`config.mk`:
```
export PLATFORM = sky130hd
export DESIGN_NAME = mkio_tx_encoder_flat
export DESIGN_NICKNAME = d
export VERILOG_FILES = /design/src/rtl/mkio_tx_encoder_pkg.sv /design/src/rtl/mkio_tx_encoder_if.sv /design/src/rtl/mkio_tx_encoder_halfbit_timer.sv /design/src/rtl/mkio_tx_encoder.sv /design/src/flat_wrapper.sv
export SDC_FILE = /design/constraint.sdc
export NUM_CORES = 1
export LEC_CHECK = 0
export ABC_AREA = 1
export CAP_MARGIN = 10
export CORE_ASPECT_RATIO = 1.5
export CORE_MARGIN = 1
export CORE_UTILIZATION = 45
export CTS_CLUSTER_SIZE = 8
export DETAILED_ROUTE_END_ITERATION = 6
export PLACE_DENSITY = 0.66
export SYNTH_ARGS = -nofsm -noshare
export SYNTH_HDL_FRONTEND = slang
export SYNTH_HIERARCHICAL = 1
export SYNTH_SLANG_ARGS = --single-unit
```
`constraint.sdc`:
```
create_clock -name clk -period 2.2 [get_ports clk]
set_clock_uncertainty 0.15 [all_clocks]
set_input_delay 0.55 -clock clk [delete_from_list [all_inputs] [get_ports clk]]
set_output_delay 0.55 -clock clk [all_outputs]
set_load 0.05 [all_outputs]
```
`src/rtl/mkio_tx_encoder_pkg.sv`:
```
// ---------------------------------------------------------------------------
// mkio_pkg
//   Shared definitions for the MKIO (GOST R 52070) Manchester-II transmit
//   encoder. It holds the FSM state encoding, the sync patterns, the frame
//   lengths in half-bits and a helper that expands one word into its
//   40-half-bit line pattern.
//   Ports: none (package).
// ---------------------------------------------------------------------------
package mkio_pkg;

  typedef enum logic [1:0] {
    IDLE   = 2'd0,
    SYNC   = 2'd1,
    DATA   = 2'd2,
    PARITY = 2'd3
  } state_t;

  // Line levels of the six sync half-bits, first half-bit in the MSB.
  localparam logic [5:0] SYNC_CMD  = 6'b111000;
  localparam logic [5:0] SYNC_DATA = 6'b000111;

  localparam logic [5:0] HALFBITS_SYNC = 6'd6;
  localparam logic [5:0] HALFBITS_WORD = 6'd40;

  // Expands a word into line_p levels for the whole frame. The first
  // half-bit ends up in bit 39. The parity bit makes the total count of ones
  // odd, and it is encoded like a data bit.
  function automatic logic [39:0] build_frame(input logic [15:0] data,
                                              input logic        cd);
    logic [39:0] f;
    logic        p;
    f = {34'd0, (cd ? SYNC_DATA : SYNC_CMD)};
    for (int i = 15; i >= 0; i--) begin
      f = {f[37:0], (data[i] ? 2'b10 : 2'b01)};
    end
    p = ~^data;
    f = {f[37:0], (p ? 2'b10 : 2'b01)};
    return f;
  endfunction

endpackage

```
`src/rtl/mkio_tx_encoder_if.sv`:
```
// ---------------------------------------------------------------------------
// mkio_tx_encoder_if
//   Request/status bundle between the RT device FSMs (master) and the MKIO
//   transmit encoder (slave).
//   Signals:
//     tx_data[15:0]  word to transmit
//     tx_cd          sync type (0 = command/status, 1 = data)
//     tx_ready       request strobe
//     tx_busy        encoder shifting or holding register occupied
//     tx_full        holding register occupied
//     tx_overrun     one-clk pulse when a request was dropped
//
//   Handshake: only the rising edge of tx_ready counts, and it may be held
//   for several clocks. tx_data/tx_cd are sampled in the clock where
//   tx_ready is first seen high. There is no back-pressure. A request that
//   arrives while the holding register is full is dropped and reported on
//   tx_overrun, so the master should consult tx_full before raising
//   tx_ready.
// ---------------------------------------------------------------------------
interface mkio_tx_encoder_if;
  logic [15:0] tx_data;
  logic        tx_cd;
  logic        tx_ready;
  logic        tx_busy;
  logic        tx_full;
  logic        tx_overrun;

  modport master (
    output tx_data, tx_cd, tx_ready,
    input  tx_busy, tx_full, tx_overrun
  );

  modport slave (
    input  tx_data, tx_cd, tx_ready,
    output tx_busy, tx_full, tx_overrun
  );
endinterface

```
`src/rtl/mkio_tx_encoder_halfbit_timer.sv`:
```
// ---------------------------------------------------------------------------
// mkio_halfbit_timer
//   Half-bit prescaler. While en is high it counts clk cycles and raises
//   strobe for one clock every HALF_BIT_CLKS cycles. clear restarts the
//   count at 0 synchronously.
//   Ports:
//     clk, reset   clock and asynchronous active-high reset
//     clear        synchronous restart of the prescaler
//     en           count enable
//     strobe       one-clk pulse in the last clock of each half-bit
// ---------------------------------------------------------------------------
module mkio_halfbit_timer #(
  parameter int HALF_BIT_CLKS = 25
) (
  input  logic clk,
  input  logic reset,
  input  logic clear,
  input  logic en,
  output logic strobe
);

  localparam logic [7:0] LAST = 8'(HALF_BIT_CLKS - 1);

  logic [7:0] count_q;

  assign strobe = en & (count_q == LAST);

  always_ff @(posedge clk or posedge reset) begin
    if (reset) begin
      count_q <= '0;
    end else if (clear) begin
      count_q <= '0;
    end else if (en) begin
      count_q <= (count_q == LAST) ? 8'd0 : count_q + 8'd1;
    end
  end

endmodule

```
`src/rtl/mkio_tx_encoder.sv`:
```
// ---------------------------------------------------------------------------
// mkio_tx_encoder
//   MKIO (GOST R 52070) Manchester-II transmit encoder. Each accepted word
//   goes out as a 40-half-bit frame: sync (6), data MSB-first (32) and odd
//   parity (2). A one-word holding register lets consecutive words go out
//   back-to-back with no gap.
//   Parameters:
//     HALF_BIT_CLKS     clk cycles per half-bit (2..255)
//     TIMEOUT_HALFBITS  fail-safe limit in half-bits of continuous tx_en
//   Optional feature: define MKIO_TX_TIMEOUT_EN to build the fail-safe
//   timeout. Without it, tx_timeout is tied 0.
//   Ports:
//     clk, reset      clock and asynchronous active-high reset
//     tx              request/status bundle (slave side)
//     line_p, line_n  bi-phase drive to the bus transceiver
//     tx_en           transceiver enable
//     tx_timeout      sticky fail-safe flag
//     dbg_state       current FSM state, for observation only
// ---------------------------------------------------------------------------
module mkio_tx_encoder
  import mkio_pkg::*;
#(
  parameter int HALF_BIT_CLKS    = 25,
  parameter int TIMEOUT_HALFBITS = 1600
) (
  input  logic           clk,
  input  logic           reset,
  mkio_tx_encoder_if.slave tx,
  output logic           line_p,
  output logic           line_n,
  output logic           tx_en,
  output logic           tx_timeout,
  output state_t         dbg_state
);

  if (HALF_BIT_CLKS < 2 || HALF_BIT_CLKS > 255 || TIMEOUT_HALFBITS < 1) begin : g_param_check
    $error("mkio_tx_encoder: parameter out of range");
  end

  state_t      state_q, state_d;
  logic        ready_q;
  logic        req_edge, active, hb_stb, word_end, abort;
  logic        load_new, load_hold, shift_adv, hold_wr, timer_clr, overrun_d;
  logic        full_q, overrun_q, timeout_q;
  logic [15:0] hold_data_q;
  logic        hold_cd_q;
  logic [39:0] shift_q;
  logic [5:0]  hb_cnt_q;

  assign active   = (state_q != IDLE);
  // Once the fail-safe has tripped, requests are ignored entirely.
  assign req_edge = tx.tx_ready & ~ready_q & ~timeout_q;
  // This is the last clock of the final parity half-bit.
  assign word_end = active & hb_stb & (hb_cnt_q == HALFBITS_WORD - 6'd1);
  assign shift_adv = active & hb_stb & ~word_end & ~abort;

  mkio_halfbit_timer #(.HALF_BIT_CLKS(HALF_BIT_CLKS)) u_timer (
    .clk    (clk),
    .reset  (reset),
    .clear  (timer_clr),
    .en     (active),
    .strobe (hb_stb)
  );

  always_ff @(posedge clk or posedge reset) begin
    if (reset) state_q <= IDLE;
    else       state_q <= state_d;
  end

  always_comb begin
    state_d   = state_q;
    load_new  = 1'b0;
    load_hold = 1'b0;
    hold_wr   = 1'b0;
    timer_clr = 1'b0;
    overrun_d = 1'b0;
    if (abort) begin
      state_d = IDLE;
    end else begin
      case (state_q)
        IDLE: begin
          if (req_edge) begin
            load_new  = 1'b1;
            timer_clr = 1'b1;
            state_d   = SYNC;
          end
        end
        default: begin
          if (hb_stb) begin
            if (hb_cnt_q == HALFBITS_SYNC - 6'd1) state_d = DATA;
            if (hb_cnt_q == HALFBITS_WORD - 6'd3) state_d = PARITY;
          end
          if (word_end) begin
            // The prescaler wraps by itself, so the next frame follows
            // with no dead time.
            if (full_q) begin
              load_hold = 1'b1;
              state_d   = SYNC;
            end else if (req_edge) begin
              load_new = 1'b1;
              state_d  = SYNC;
            end else begin
              state_d = IDLE;
            end
          end
          // A request is parked in holding unless it went straight into
          // the shifter above. Holding frees up in the same clock it drains.
          if (req_edge && !(word_end && !full_q)) begin
            if (!full_q || word_end) hold_wr   = 1'b1;
            else                     overrun_d = 1'b1;
          end
        end
      endcase
    end
  end

  always_ff @(posedge clk or posedge reset) begin
    if (reset) begin
      ready_q     <= 1'b0;
      shift_q     <= '0;
      hb_cnt_q    <= '0;
      hold_data_q <= '0;
      hold_cd_q   <= 1'b0;
      full_q      <= 1'b0;
      overrun_q   <= 1'b0;
    end else begin
      ready_q   <= tx.tx_ready;
      overrun_q <= overrun_d;
      if (abort) begin
        shift_q  <= '0;
        hb_cnt_q <= '0;
      end else if (load_new) begin
        shift_q  <= build_frame(tx.tx_data, tx.tx_cd);
        hb_cnt_q <= '0;
      end else if (load_hold) begin
        shift_q  <= build_frame(hold_data_q, hold_cd_q);
        hb_cnt_q <= '0;
      end else if (shift_adv) begin
        shift_q  <= {shift_q[38:0], 1'b0};
        hb_cnt_q <= hb_cnt_q + 6'd1;
      end
      if (hold_wr) begin
        hold_data_q <= tx.tx_data;
        hold_cd_q   <= tx.tx_cd;
      end
      if (hold_wr)                full_q <= 1'b1;
      else if (load_hold || abort) full_q <= 1'b0;
    end
  end

`ifdef MKIO_TX_TIMEOUT_EN
  localparam int TO_W = $clog2(TIMEOUT_HALFBITS + 1);
  localparam logic [TO_W-1:0] TO_LAST = TO_W'(TIMEOUT_HALFBITS - 1);

  logic [TO_W-1:0] to_cnt_q;

  // The count spans back-to-back frames and restarts only when tx_en drops.
  assign abort = active & hb_stb & (to_cnt_q == TO_LAST);

  always_ff @(posedge clk or posedge reset) begin
    if (reset) begin
      to_cnt_q  <= '0;
      timeout_q <= 1'b0;
    end else begin
      if (!active)     to_cnt_q <= '0;
      else if (hb_stb) to_cnt_q <= to_cnt_q + 1'b1;
      if (abort) timeout_q <= 1'b1;
    end
  end
`else
  assign abort     = 1'b0;
  assign timeout_q = 1'b0;
`endif

  assign tx_en         = active;
  assign line_p        = active & shift_q[39];
  assign line_n        = active & ~shift_q[39];
  assign tx.tx_busy    = active | full_q;
  assign tx.tx_full    = full_q;
  assign tx.tx_overrun = overrun_q;
  assign tx_timeout    = timeout_q;
  assign dbg_state     = state_q;

endmodule

```
`src/flat_wrapper.sv`:
```
// flat-port wrapper written by rule: the top's interface ports become plain ports
module mkio_tx_encoder_flat import mkio_pkg::*;
#(
  parameter int HALF_BIT_CLKS    = 25,
  parameter int TIMEOUT_HALFBITS = 1600
)
  (clk, reset, line_p, line_n, tx_en, tx_timeout, dbg_state, tx_tx_data, tx_tx_cd, tx_tx_ready, tx_tx_busy, tx_tx_full, tx_tx_overrun);
  mkio_tx_encoder_if tx_i ();
  input  logic clk;
  input  logic reset;
  output logic line_p;
  output logic line_n;
  output logic tx_en;
  output logic tx_timeout;
  output state_t dbg_state;
  input wire logic [$bits(tx_i.tx_data)-1:0] tx_tx_data;
  input wire logic [$bits(tx_i.tx_cd)-1:0] tx_tx_cd;
  input wire logic [$bits(tx_i.tx_ready)-1:0] tx_tx_ready;
  output wire logic [$bits(tx_i.tx_busy)-1:0] tx_tx_busy;
  output wire logic [$bits(tx_i.tx_full)-1:0] tx_tx_full;
  output wire logic [$bits(tx_i.tx_overrun)-1:0] tx_tx_overrun;
  assign tx_i.tx_data = tx_tx_data;
  assign tx_i.tx_cd = tx_tx_cd;
  assign tx_i.tx_ready = tx_tx_ready;
  assign tx_tx_busy = tx_i.tx_busy;
  assign tx_tx_full = tx_i.tx_full;
  assign tx_tx_overrun = tx_i.tx_overrun;
  mkio_tx_encoder #(.HALF_BIT_CLKS(HALF_BIT_CLKS), .TIMEOUT_HALFBITS(TIMEOUT_HALFBITS)) u_core (.clk(clk), .reset(reset), .tx(tx_i), .line_p(line_p), .line_n(line_n), .tx_en(tx_en), .tx_timeout(tx_timeout), .dbg_state(dbg_state));
endmodule
```
======== After elaboration in Yosys (flattened, before gate mapping) ========
Index checks and enable logic that the tools add are counted.
word-level totals
  bits in registers ....................... 76
  bits in latches ......................... 0
  bits in writable memories ............... 0
  memory bits (read-only) ................. 0
  bits of input ports ..................... 20
  output and inout bits ................... 9
  word-level logic and storage cells ...... 111
  memories ................................ 0
operators by class
  add/sub/neg operators ................... 2
  $mul .................................... 0
  div/mod/pow operators ................... 0
  order comparisons ....................... 0
  equality and inequality tests ........... 5
  shift operators ......................... 0
  multiplexer cells ....................... 69
  bitwise gates (word level) .............. 11
  reductions and logical operators ........ 15
operators with widths
  kind                 number
  $mux 40              3
  $mux 2               41
  $reduce_xnor 16->1   2
  $mux 6               5
  $mux 8               3
  $mux 1               17
  $eq 6x6->1 const B   2
  $add 8x1->8 const B  1
  $eq 8x5->1 const B   1
  $and 1x1->1          7
  $add 6x1->6 const B  1
  $eq 6x3->1 const B   1
  $reduce_bool 2->1    3
  $reduce_bool 3->1    2
  $reduce_bool 4->1    1
  $not 1->1            3
  $reduce_and 3->1     1
  $logic_and 1x1->1    2
  $logic_not 1->1      2
  $logic_not 2->1      1
  $ne 2x1->1 const B   1
  $logic_or 1x1->1     1
  $or 1x1->1           1

======== Depth between registers and ports, before layout ========
Gate-level depths: netlist (run 1).
  word-level depth ........................ 10
  mapped depth ............................ 14
  gate-level depth less buffers ........... 13

======== By module ========
Netlist (run 1), hierarchy kept.
by module, submodules not included
  module              instances  cells an instance  area each (µm²)  seq. area each (µm²)
  mkio_tx_encoder     1          527                3849.9           1701.6
  mkio_halfbit_timer  1          72                 536.8            200.2

======== Worst setup path before layout (run 1) ========
No wires, ideal clock.
  kind .................................... register to output
  start point ............................. reg u_core.state_q[0], in the netlist u_core/dbg_state[0]
  end point ............................... out line_n
  arrival time ............................ 1.918 ns
  required time ........................... 1.500 ns
  setup slack ............................. -0.418 ns
  stages on the path, launching flop included .. 5
  buffers on the path ..................... 0
  path through ............................ dfrtp_1 > inv_1 > nand2_2 > inv_1 > nor2_1
between the ends
  longest elaborated chain between the ends .. 2
RTL lines
  what                    RTL line                RTL
  from (decl)             mkio_tx_encoder.sv:40   state_t state_q, state_d;
  from (signal assigned)  mkio_tx_encoder.sv:67   else state_q <= state_d;
  $reduce_bool 2->1       mkio_tx_encoder.sv:50   assign active = (state_q != IDLE);
  net tx_en               flat_wrapper.sv:13      output logic tx_en;
  $and 1x1->1             mkio_tx_encoder.sv:177  assign line_n = active & ~shift_q[39];
  to (decl)               flat_wrapper.sv:12      output logic line_n;
The timed path passes the listed nets, and every way through them passes these cells.

======== Final worst setup path (run 1) ========
  start point ............................. reg u_core.u_timer.count_q[0]
  end point ............................... reg u_core.shift_q[15]
between the ends
  longest elaborated chain between the ends .. 8
  elaborated cells on any way between the ends .. 13
  those cells by class .................... 1 x eq/ne; 6 x mux; 5 x bitwise; 1 x reduce/logical
RTL lines
  what                    RTL line                                      RTL
  from (decl)             mkio_tx_encoder_halfbit_timer.sv:24           logic [7:0] count_q;
  from (signal assigned)  mkio_tx_encoder_halfbit_timer.sv:34           count_q <= (count_q == LAST) ? 8'd0 : count_q + 8'd1;
  $eq 8x5->1 *            mkio_tx_encoder_halfbit_timer.sv:26           assign strobe = en & (count_q == LAST);
  $and 1x1->1 *           mkio_tx_encoder_halfbit_timer.sv:26
  net u_core.hb_stb       mkio_tx_encoder.sv:42                         logic req_edge, active, hb_stb, word_end, abort;
  $and 1x1->1 *           mkio_tx_encoder.sv:54, mkio_tx_encoder.sv:55
  $and 1x1->1             mkio_tx_encoder.sv:54                         assign word_end = active & hb_stb & (hb_cnt_q == HALFBITS_WORD - 6'd1);
  $mux 1                  mkio_tx_encoder.sv:93                         if (word_end) begin
  $mux 1                  mkio_tx_encoder.sv:80                         case (state_q)
  $mux 40                 mkio_tx_encoder.sv:135                        end else if (load_hold) begin
  $mux 40                 mkio_tx_encoder.sv:132                        end else if (load_new) begin
  to (signal assigned)    mkio_tx_encoder.sv:133                        shift_q <= build_frame(tx.tx_data, tx.tx_cd);
  to (signal assigned)    mkio_tx_encoder.sv:136                        shift_q <= build_frame(hold_data_q, hold_cd_q);
  to (signal assigned)    mkio_tx_encoder.sv:139                        shift_q <= {shift_q[38:0], 1'b0};
  to (decl)               mkio_tx_encoder.sv:47                         logic [39:0] shift_q;
The timed path passes the listed nets; every way through them passes the cells marked *.
A chain may end at the register's enable or synchronous reset.

==> results.md, run 1 <==
* Status: finished with violations
* Failing checks: negative setup slack
* CTS max path bufs at 2
* Die area at 0.0102 mm2
* Clock Sink Count at 76
* Worst reg2reg path depth at 14
* First-pass GRT wire length at 17.2 mm
* FFs w/ async S/R, synth at 100%
* GPL Wtd Cong at 0.861
* Post-CTS Hold Buffers at 0
* Avg Cell Area, Syn at 7.32 um2
* R2R Path End: u_core/shift_q[15]
* Final ANT Viol Nets at 0
* I/O Pins at 29
* Worst Path Class, Setup: flop to flop
* Finished Layout Cells at 802
* Internal power at 3.55 mW
* Layout cell share with drive strength beyond 1 at 23.0%
* Worst skew pair latency at 0.34 ns
* RSZ-0062 raised after global routing: yes
* CTS tree: built
* Post-synthesis sequential area ratio at 43.4%
* Root buf cell: clkbuf_16
* Worst Setup End Kind: flop
* NetSw at 1.85 mW
* Gate count of the mapped netlist at 599
* Placed insts at 758
* Worst vdd ir at 0.000797 V
* Most common library cells after synthesis: nand2_1 (183), dfrtp_1 (76), inv_1 (66), nor2_1 (66), o21ai_0 (36)
* Layout Area Growth over Synthesis at 34.4%
* DRT Pass-1 Iters at 5
* Drt drc at 0
* CP Max Fanout at 5
* Hold crit path type: flop to flop
* Initial antenna violation count at 0
* Library cells used by synthesis at 37
* PortBufs at 27
* Synth warn at 6
* Post-DP Area at 0.00510 mm2
* Clock power share at 25.4%
* Worst Path Arrival at 2.33 ns
* Mapped cell area at 0.00439 mm2
* Leakage at 2.98 nW
* Chip height at 123 um
* Num CTS Buffers at 9
* Switching part of the total at 34.3%
* Global-route usage over all layers at 22.6%
* Grt ovf at 0
* Final Hold Fails at 0
* Via density at 5.23
* Metal-1 WL at 4.71 mm
* EDFF count, synth at 0
* Reg-to-reg startpoint: u_core/u_timer/count_q[0]
* Worst-path clk slew at 0.06 ns
* Largest net degree at the start of global routing at 44
* Die Wd at 82.6 um
* Reg power frac at 40.3%
* Core ar. at 0.00936 mm2
* Maximum Capacitance Violations at 0
* Synth top area cells: dfrtp_1 (43%), nand2_1 (16%), inv_1 (5.6%)
* Vias at 4197
* Part of the cycle the worst path needs at 101%
* Most frequent cell after synthesis: nand2_1
* Final instance area at 0.00589 mm2
* Floorplan row count at 43
* Synth Flop Type: dfrtp_1
* P per Cell Area at 916 mW/mm2
* Htree depth at 3
* Antenna diodes at 0
* Worst setup SP type: flop
* Final Setup Violations at 10
* Seq cells post-synth at 76
* Top Metal Used: met4
* Fin nets at 709
* Crit path time final at 2.23 ns
* Comb power frac at 34.3%
* Worst Hold Margin at 0.345 ns
* Max-slew violations at 0
* WL met2 at 6.17 mm
* Hpwl dp at 7.43 mm
* Place WS at -0.246 ns
* Vias in the first global route at 3904
* Initial Util at 46.9%
* Setup crit start: u_core/u_timer/count_q[0]
* Power consumption at 5.40 mW
* Area leader, netlist: dfrtp_1
* Worst path cell trace: inv_2, ha_4, nand2_4, nor3b_4, nand2_2, nor2_4, buf_6, nand3_4, nand2_4, inv_6, nand3_4, buf_12, nor2_2, a31oi_1
* Peak Freq at 449 MHz
* Setup crit end: u_core/shift_q[15]
* Met3 routed WL at 571 um
* Worst path slowest cell: dfrtp_1
* Wire per inst at 14.6 um
* Post-route setup slack at -0.0290 ns
* CP max stage delay at 0.39 ns
* Net Count, Synth at 623
* Critical path required time at 2.30 ns
* WL final at 11.7 mm
* Starting DRC count in detailed routing at 359
* Reg2reg setup slack at -0.03 ns
* Yosys top cell area share at 43.4%
[layer usage]
metal	track usage, %	vias to the layer above
met4	8.62	0
met2	40.4	84
met3	4.58	23
li1	-	2087
met1	26.0	2003
met5	0	-
[placed cells by master, fill, tap and decap left out, types with 20 or more instances in the layout]
master,synthesis,final
inv_1,66,59
o21ai_0,36,27
nor2_2,3,21
dfrtp_1,76,74
clkdlybuf4s50_1,0,20
a31oi_1,22,22
nand3_1,28,28
nand2_1,183,180
nor2_1,66,46
o21ai_1,16,23
buf_4,5,50
[layout make-up]
type	instances	area, um2
clock buffer	11	243
clock inverter	5	27.5
fill	809	3470
inverter	71	284
multi-input combinational	432	2270
sequential	76	1900
tap	112	140
timing repair buffer	95	1030
[critical path: cells and delay by family (launching register included)]
kind            cells  cell delay [ns]
buf+inv             4             0.42
simple gates        8             0.83
flops               1             0.39
compound gates      1             0.18
fa+ha+maj           1             0.14
[registers in the layout, indices dropped and copies added (netlist names)]
| name | flops |
|---|---|
| u_core/dbg_state | 2 |
| u_core/hb_cnt_q | 6 |
| u_core/hold_cd_q | 1 |
| u_core/hold_data_q | 16 |
| u_core/ready_q | 1 |
| u_core/shift_q | 40 |
| u_core/tx.tx_full | 1 |
| u_core/tx.tx_overrun | 1 |
| u_core/u_timer/count_q | 8 |
[power groups by stage]
stage / logic (mW) / clock network (mW) / registers [mW]
global route: 2.05 / 1.47 / 2.21
floorplan: 1.10 / 0 / 2.11
finish: 1.85 / 1.37 / 2.17
CTS: 1.63 / 1.40 / 2.13
global placement: 1.55 / 0 / 2.14
detailed placement: 1.62 / 0 / 2.15
[worst min path at each step]
stage / start / end / depth (start not counted)
detailed placement: u_core/shift_q[20] / u_core/shift_q[20] / 2
floorplan: reset / u_core/u_timer/count_q[0] / 1
global route: u_core/shift_q[18] / u_core/shift_q[18] / 2
global placement: u_core/shift_q[22] / u_core/shift_q[22] / 2
CTS: u_core/shift_q[20] / u_core/shift_q[20] / 2
finish: u_core/shift_q[20] / u_core/shift_q[20] / 2
[logic make-up after synthesis]
group / after synthesis / synth area share, %
adder cells (fa/ha/maj): 4 / 1.14
AND/OR/NAND/NOR: 305 / 30.2
other: 1 / 0.0855
AO/OA/AOI/OAI: 102 / 12.6
flip-flops: 76 / 43.4
buffers and inverters: 92 / 8.84
XOR/XNOR: 19 / 3.79
[through the flow]
stage                     utilization (%)  setup TNS, ns
after floorplan                         -              0
after global placement               54.5          -4.87
after detailed placement             54.5          -9.01
after CTS                            57.5        -0.0127
after global routing                 63.0          -5.18
final                                63.0         -0.117
[repair_timing]
| action | CTS | global route |
|---|---|---|
| gates resized for setup | 3 | 63 |
| pin swaps | 0 | 7 |
| endpoints found under the setup margin | 21 | 60 |
| setup buffers | 0 | 19 |
| cloned | 0 | 9 |
(Power assumes the default switching activity.)
==> run 2, diff against run 1 <==
--- a/config.mk
+++ b/config.mk
@@ -9,10 +9,10 @@
 export CAP_MARGIN = 10
 export CORE_ASPECT_RATIO = 1.5
 export CORE_MARGIN = 1
-export CORE_UTILIZATION = 45
+export CORE_UTILIZATION = 35
 export CTS_CLUSTER_SIZE = 8
 export DETAILED_ROUTE_END_ITERATION = 6
-export PLACE_DENSITY = 0.66
+export PLACE_DENSITY_LB_ADDON = 0.25
 export SYNTH_ARGS = -nofsm -noshare
 export SYNTH_HDL_FRONTEND = slang
 export SYNTH_HIERARCHICAL = 1
==> run 2 against run 1 <==
- the run now ends clean
- sequential share of layout area up 0.16 points
- flip-flop and latch count stayed put
- routed wire length grew 1.6%
- hold slack worse by 0.0026 ns
- via count decreased by 1.4%
- largest power group unchanged
- highest routed layer unchanged
==> results.md, run 2 (synthesis results as in run 1) <==
* Root buf cell: clkbuf_16
* Post-route setup slack at 0.0153 ns
* Antenna diodes at 0
* Critical path required time at 2.31 ns
* Post-CTS Hold Buffers at 0
* DRT Pass-1 Iters at 5
* Clock Sink Count at 76
* Power consumption at 5.58 mW
* CTS max path bufs at 2
* Wire per inst at 14.3 um
* Starting DRC count in detailed routing at 244
* Largest net degree at the start of global routing at 64
* Most common cell after layout, fill and taps aside: nand2_1
* Crit path time final at 2.18 ns
* Top Family by Delay on Critical Path: simple AND/OR/NAND/NOR gates
* Grt ovf at 0
* Final Hold Fails at 0
* Leakage at 2.93 nW
* Die Wd at 93.4 um
* Fill cell count at 1138
* WP buf/inv at 3
* Worst Path Class, Setup: flop to flop
* Maximum Capacitance Violations at 0
* Peak Freq at 458 MHz
* Setup TNS at 0 ns
* Hold crit path type: input pin to async pin
* Htree depth at 3
* Place WS at -0.238 ns
* First-pass GRT wire length at 19.7 mm
* Chip height at 139 um
* Hpwl dp at 7.30 mm
* Worst path slowest cell: dfrtp_2
* I/O Pins at 29
* Part of the cycle the worst path needs at 99.3%
* Worst vdd ir at 0.000635 V
* Worst Path Arrival at 2.30 ns
* Max reg flops at 40
* CP Max Fanout at 11
* Vias at 4137
* Worst Setup End Kind: flop
* Worst path cell trace: inv_2, nand2_8, nor3b_2, nand2_1, nor2_4, nand3_2, nand2_4, buf_4, buf_12, a21oi_1, o21ai_0, o21ai_1
* Top Registers: u_core/shift_q (40), u_core/hold_data_q (16), u_core/u_timer/count_q (8)
* Fin nets at 700
* Max-slew violations at 0
* CTS tree: built
* CP max stage delay at 0.40 ns
* Die area at 0.0130 mm2
* Biggest register: u_core/shift_q
* P per Cell Area at 952 mW/mm2
* Layout Area Growth over Synthesis at 33.7%
* Num CTS Buffers at 9
* PortBufs at 27
* GPL Wtd Cong at 0.816
* Floorplan row count at 49
* Core ar. at 0.0121 mm2
* Most frequent cells in the layout: nand2_1 (179), dfrtp_1 (74), inv_1 (60), nor2_1 (50), buf_4 (48)
* Status: finished clean
* Layout cell share with drive strength beyond 1 at 21.4%
* Worst setup SP type: flop
* Worst-path clk slew at 0.06 ns
* Vias in the first global route at 4107
* RSZ-0062 raised after global routing: yes
* Initial antenna violation count at 0
* Global-route usage over all layers at 19.2%
* Drt drc at 0
* Final ANT Viol Nets at 0
* Initial Util at 36.3%
* Via density at 4.97
* Worst skew pair latency at 0.34 ns
* WL final at 11.9 mm
* Final Setup Violations at 0
## run 2: worst register-to-register path, stage by stage, from the launching register on
cell and delay (ns):
dfrtp_2 0.40, inv_2 0.10, nand2_8 0.09, nor3b_2 0.16, nand2_1 0.12, nor2_4 0.06
nand3_2 0.08, nand2_4 0.06, buf_4 0.16, buf_12 0.15, a21oi_1 0.26, o21ai_0 0.16
o21ai_1 0.15
## run 2: area by class of cell
cell class / instances / area, um2 / area share [%]
multi-input cells: 431 / 2250 / 38.4
flip-flops and latches: 76 / 1900 / 32.5
repair buffers: 87 / 946 / 16.1
inverters: 71 / 280 / 4.78
well taps: 153 / 191 / 3.26
clock inverters: 2 / 35.0 / 0.597
clock buffers: 12 / 256 / 4.37
## run 2: what timing repair did
action	CTS	global route
gates resized for setup	22	33
cloned	6	1
setup endpoints to repair	15	61
buffers inserted	12	6
endpoints found under the hold margin	0	0
pin swaps	7	8
## run 2: power by group
part,switching (mW),internal (mW),leakage (nW)
registers,0.330,1.86,0.915
logic,0.970,0.928,1.87
clock network,0.567,0.926,0.145
total,1.87,3.72,2.93
## run 2: final timing paths
kind | slack (ns) | cells past startpoint | endpoint | start
max in group asynchronous | 0.99 | 3 | u_core/shift_q[8] | reset
setup / recovery | 0.02 | 12 | u_core/shift_q[12] | u_core/dbg_state[1]
setup reg to reg | 0.02 | 12 | u_core/shift_q[12] | u_core/dbg_state[1]
hold / removal | 0.34 | 2 | u_core/dbg_state[1] | reset
hold reg to reg | 0.35 | 2 | u_core/shift_q[30] | u_core/shift_q[30]
min in group clk | 0.35 | 2 | u_core/shift_q[30] | u_core/shift_q[30]
## run 2: metal layers
layer  wire, um  GRT usage, %  vias up
met5          0             0        -
met1       4960          22.8     1961
met4        333          6.56        0
li1           -             -     2059
met2       6200          34.8       90
met3        378          2.74       27
## run 2: metrics by stage
stage | area [um2] | hold WS [ns] | cells | util [%]
2_1_floorplan | 4420 | 0.216 | 599 | -
3_3_place_gp | 5120 | 0.318 | 795 | 42.4
3_5_place_dp | 5120 | 0.330 | 795 | 42.4
4_1_cts | 5750 | 0.343 | 827 | 47.6
5_1_grt | 5870 | 0.358 | 832 | 48.6
6_report | 5870 | 0.343 | 832 | 48.6
